$ cat config.mk
export PLATFORM = sky130hd
export DESIGN_NAME = div47_seq_radix8
export DESIGN_NICKNAME = d
export VERILOG_FILES = /design/src/rtl/div47_seq_radix8.sv
export SDC_FILE = /design/constraint.sdc
export NUM_CORES = 1
export LEC_CHECK = 0
export ABC_AREA = 1
export CAP_MARGIN = 20
export CORE_UTILIZATION = 47
export DETAILED_ROUTE_END_ITERATION = 16
export PLACE_DENSITY = 0.77
export RECOVER_POWER = 25
export SETUP_SLACK_MARGIN = 0.5
export SYNTH_ARGS = -nofsm -noshare
export SYNTH_HDL_FRONTEND = slang
export SYNTH_SLANG_ARGS = --single-unit
$ cat constraint.sdc
create_clock -name clk -period 3.2 [get_ports clk]
set_input_delay 0.8 -clock clk [delete_from_list [all_inputs] [get_ports clk]]
set_output_delay 0.8 -clock clk [all_outputs]
set_load 0.005 [all_outputs]
$ cat src/rtl/div47_seq_radix8.sv
// div47_seq_radix8: sequential divide-by-47, one radix-8 dividend digit per clock, valid/ready handshake
module div47_seq_radix8 #(
    parameter int WIDTH  = 36,
    parameter int DIGITS = 12,
    parameter int CW     = 4
) (
    input  logic             clk,
    input  logic             rst,
    input  logic             in_valid,
    output logic             in_ready,
    input  logic [WIDTH-1:0] in_data,
    output logic             out_valid,
    input  logic             out_ready,
    output logic [WIDTH-1:0] out_quot,
    output logic [5:0]       out_rem
);
    typedef enum logic [1:0] {IDLE, RUN, DONE} state_t;
    state_t           state_q, state_d;
    logic [WIDTH-1:0] shift_q, shift_d;
    logic [WIDTH-1:0] quot_q, quot_d;
    logic [5:0]       rem_q, rem_d;
    logic [CW-1:0]    cnt_q, cnt_d;
    logic [8:0]       t;
    logic [2:0]       q;
    logic [5:0]       r;
    // Digit step: quotient digit is how many multiples of 47 fit in {rem, digit}
    always_comb begin
        t = {rem_q, shift_q[WIDTH-1 -: 3]};
        q = '0;
        for (int k = 1; k < 8; k++)
            if (t >= 9'(47 * k)) q = 3'(k);
        r = 6'(t - 9'(47 * int'(q)));
    end
    // Next-state: accept in IDLE, shift one digit per RUN cycle, hold result in DONE
    always_comb begin
        state_d = state_q;
        shift_d = shift_q;
        quot_d  = quot_q;
        rem_d   = rem_q;
        cnt_d   = cnt_q;
        case (state_q)
            IDLE: if (in_valid) begin
                state_d = RUN;
                shift_d = in_data;
                quot_d  = '0;
                rem_d   = '0;
                cnt_d   = '0;
            end
            RUN: begin
                shift_d = shift_q << 3;
                quot_d  = {quot_q[WIDTH-4:0], q};
                rem_d   = r;
                state_d = (cnt_q == CW'(DIGITS - 1)) ? DONE : RUN;
                cnt_d   = (cnt_q == CW'(DIGITS - 1)) ? cnt_q : cnt_q + 1'b1;
            end
            DONE: state_d = out_ready ? IDLE : DONE;
            default: state_d = IDLE;
        endcase
    end
    // State registers, cleared asynchronously
    always_ff @(posedge clk or posedge rst) begin
        if (rst) begin
            state_q <= IDLE;
            shift_q <= '0;
            quot_q  <= '0;
            rem_q   <= '0;
            cnt_q   <= '0;
        end else begin
            state_q <= state_d;
            shift_q <= shift_d;
            quot_q  <= quot_d;
            rem_q   <= rem_d;
            cnt_q   <= cnt_d;
        end
    end
    assign in_ready  = (state_q == IDLE);
    assign out_valid = (state_q == DONE);
    assign out_quot  = quot_q;
    assign out_rem   = rem_q;
endmodule
==> summary.md, run 1 <==
| Metric | Value |
|---|---|
| Adder-Cell Fraction of Synth Area | `5.17%` |
| Final Max Tran Viols | `85` |
| Top cell type's share of synthesized area | `between 40% and 50%` |
| First-pass GRT wire length | `16300 um` |
| Non-filler cells, final | `700` |
| Post-Place Cells | `678` |
| Row cnt | `34` |
| Initial antenna violation count | `0` |
| Synth Warn # | `0` |
| Placed wire-length estimate | `roughly 6800 um` |
| Clock Sinks | `84` |
| Failing checks | `max-capacitance violations, max-slew violations` |
| Commonest non-fill, non-tap cell in the layout | `inv_1` |
| WL final | `approximately 9600 um` |
| Antenna Nets Post-Route | `0` |
| CTS tree | `yes` |
| Mapped Cells | `slightly below 500` |
| Seq/Total Area, Yosys | `around 50%` |
| FILL cells | `704` |
| Primary FF master, synth | `dfrtp_1` |
| DR iter-0 viols | `169` |
| Min-Delay Path Class | `reg2reg` |
| Max-Slew Margin vs Limit | `-32.8%` |
| Clock slew at reported path FFs | `0.09 ns` |
| DRC Markers | `0` |
| Vias in the first global route | `around 3500` |
| Starting Density | `about half` |
| Cell Area, Synth | `around 4200 um^2` |
| Largest family of logic cells by synthesized area | `compound AO/OA/AOI/OAI gates` |
| Hold Path Depth | `2` |
| Core area | `roughly 8700 um^2` |
| FF-to-FF path depth | `20` |
| Largest net degree at the start of global routing | `85` |
| Worst-path fanout max | `5` |
| R2r setup slk | `about 0.033 ns` |
| Min Tclk post-route | `3.17 ns` |
| Deepest clock path buffer count | `2` |
| #FFs+latches synth | `84` |
| Via count | `between 3000 and 4000` |
| Mux contribution to synthesized area | `0%` |
| Antenna diode count | `0` |
| Die area | `9350 um^2` |
| Root Buffer | `clkbuf_8` |
| Status | `complete, but fails checks` |
| Area leader, netlist | `dfrtp_1` |
| Die height | `96.7 um` |
| Syn_area_per_cell | `~8.7 um^2` |
| Share of the clock period used by the worst path | `between 90% and 100%` |
| R2R Path Start | `out_rem[4]$_DFFE_PP0P_` |
| Synth Area in Compound Gates | `about a fifth` |
| Startpoint Class | `flop` |
| Detailed Routing Iterations Pass 1 | `4` |
| XOR/XNOR share of the synthesized area | `under 10%` |
| Asr flop ratio synth | `100%` |
| Layout cell share with drive strength beyond 1 | `18.6%` |
| Worst endpoint required time | `3.46 ns` |
| WL/cell | `about 14 um` |
| H-tree levels | `3` |
| Post-synth EDFFs | `0` |
| DP Worst Slack | `-0.0700 ns` |
| CP Capture Type | `flop` |
| Max-Cap Viols | `1` |
| Final instance area | `roughly 5700 um^2` |
| Chip width | `just under 100 um` |
| FF-to-FF End | `out_rem[5]$_DFFE_PP0P_` |
| Global placement routability congestion | `0.863` |
| CP arrival | `roughly 3.4 ns` |
| Worst-Margin Slew | `roughly 2 ns` |
| RSZ-0062 raised after global routing | `yes` |
| HP Start | `out_quot[34]$_DFFE_PP0P_` |
| Clock Skew | `about 0.015 ns` |
| Area Overhead vs Synth | `35.3%` |
| Setup violators final | `0` |
| Most frequent cells in the layout | `inv_1 (91), clkdlybuf4s50_1 (83), dfrtp_1 (79)` |
| Post-route setup slack | `0.0330 ns` |
| IO Count | `between 80 and 90` |
| CTS Buf Count | `9` |
| Final hold viol count | `0` |
| Worst skew pair latency | `around 0.36 ns` |
| Overflow after GRT | `0` |
| Fmax | `roughly 0.32 GHz` |
| Vias/cell | `5.18` |
| Post-layout net count | `642` |
| CTS hold repair buffers | `0` |
| Area after DPL | `5400 um^2` |
| Synth unique cells | `31` |
| Ranking of synthesized cells by area | `dfrtp_1 (50%), inv_1 (8.6%), nand2_1 (7.2%)` |
| GRT Util Overall | `21.5%` |
| Hold EP | `out_quot[34]$_DFFE_PP0P_` |
| Simple-gate share of the synthesized area | `a little over an eighth` |
| Critical path class | `reg2reg` |
| Synthesized net count | `538` |
| # port buffers | `83` |
synth_stat cells, types with 6 or more instances:
cell type  count
o22ai_1       35
nand3_1       12
o21ai_0       45
nor2_2         6
inv_1         96
nor3_1         6
inv_2          9
nand2_1       81
dfrtp_1       84
ha_1          11
nor2_1         9
o211ai_1      33
clkbuf_1      17
how the worst max path moves through the flow:
stage,from,endpoint
3_3_place_gp,out_rem[3]$_DFFE_PP0P_,out_rem[5]$_DFFE_PP0P_
6_report,out_rem[4]$_DFFE_PP0P_,out_rem[5]$_DFFE_PP0P_
4_1_cts,out_rem[4]$_DFFE_PP0P_,out_rem[5]$_DFFE_PP0P_
3_5_place_dp,out_rem[1]$_DFFE_PP0P_,out_rem[5]$_DFFE_PP0P_
2_1_floorplan,out_rem[1]$_DFFE_PP0P_,out_rem[5]$_DFFE_PP0P_
5_1_grt,out_rem[4]$_DFFE_PP0P_,out_rem[5]$_DFFE_PP0P_
kinds of logic (layout without fill, tap and decap cells):
| family | count (synthesis) | after routing |
|---|---|---|
| simple gates | 124 | 124 |
| compound gates | 126 | 126 |
| xor+xnor | 5 | 5 |
| flops | 84 | 84 |
| buf+inv | 129 | 238 |
| fa+ha+maj | 15 | 15 |
cell type report:
class                           instances  area (um^2)  share of cell area, %
Tap cell                              108          135                   2.37
Timing Repair Buffer                  117         1100                   19.3
Sequential cell                        84         2110                   37.0
Clock inverter                          7         66.3                   1.16
Clock buffer                            9          124                   2.17
Multi-Input combinational cell        270         1770                   31.0
Inverter                              105          403                   7.07
sequential cells by signal (all words and copies together), names as in the netlist:
name / count
cnt_q: 4
out_quot: 36
out_rem: 6
shift_q: 36
state_q: 2
stage by stage:
step	TNS, ns	utilization [%]	hold WS, ns
final	0	65.4	0.501
after global routing	-0.613	65.4	0.541
after CTS	0	65.0	0.502
after detailed placement	-0.0700	61.9	0.480
after global placement	0	61.9	0.472
after floorplan	0	-	0.474
layer usage:
layer / share of wire, % / GRT usage [%] / vias to the layer above
met3: 5.2 / 6.29 / 16
met4: 2.1 / 6.77 / 0
li1: - / - / 1786
met5: 0 / 0 / -
met2: 49 / 35.6 / 87
met1: 43 / 27.3 / 1738
worst max-delay path, stage by stage (launching register included):
cell	delay [ns]
dfrtp_2	0.48
nor2_4	0.15
nand2_2	0.06
nor2_2	0.12
nand2_1	0.06
nand2_1	0.07
nand2_2	0.05
nand2_2	0.08
nand2_4	0.05
nand2_4	0.06
inv_4	0.03
fa_2	0.56
fa_2	0.46
ha_4	0.31
inv_4	0.04
nor3_2	0.18
a211oi_2	0.07
nand2_1	0.06
nand2_1	0.05
nand3_1	0.07
nand2_1	0.05
timing repair:
action                     4_1_cts  5_1_grt
buffers inserted                 5        1
resized for setup               12       11
pin swaps                       10        4
setup endpoints to repair        4        4
Power of run 1 is left out: the tool's default activity adds up to more than one toggle a clock period on the data nets, which glitch-free logic cannot reach.
==> run 2, diff against run 1 <==
--- a/config.mk
+++ b/config.mk
@@ -9,6 +9,7 @@
 export CAP_MARGIN = 20
 export CORE_UTILIZATION = 47
 export DETAILED_ROUTE_END_ITERATION = 16
+export HOLD_SLACK_MARGIN = 0.15
 export PLACE_DENSITY = 0.77
 export RECOVER_POWER = 25
 export SETUP_SLACK_MARGIN = 0.5
==> results of run 2 <==
Same layout as run 1: the final DEF is identical, and so are final timing and power.
Power of run 2 is left out for the same reason.
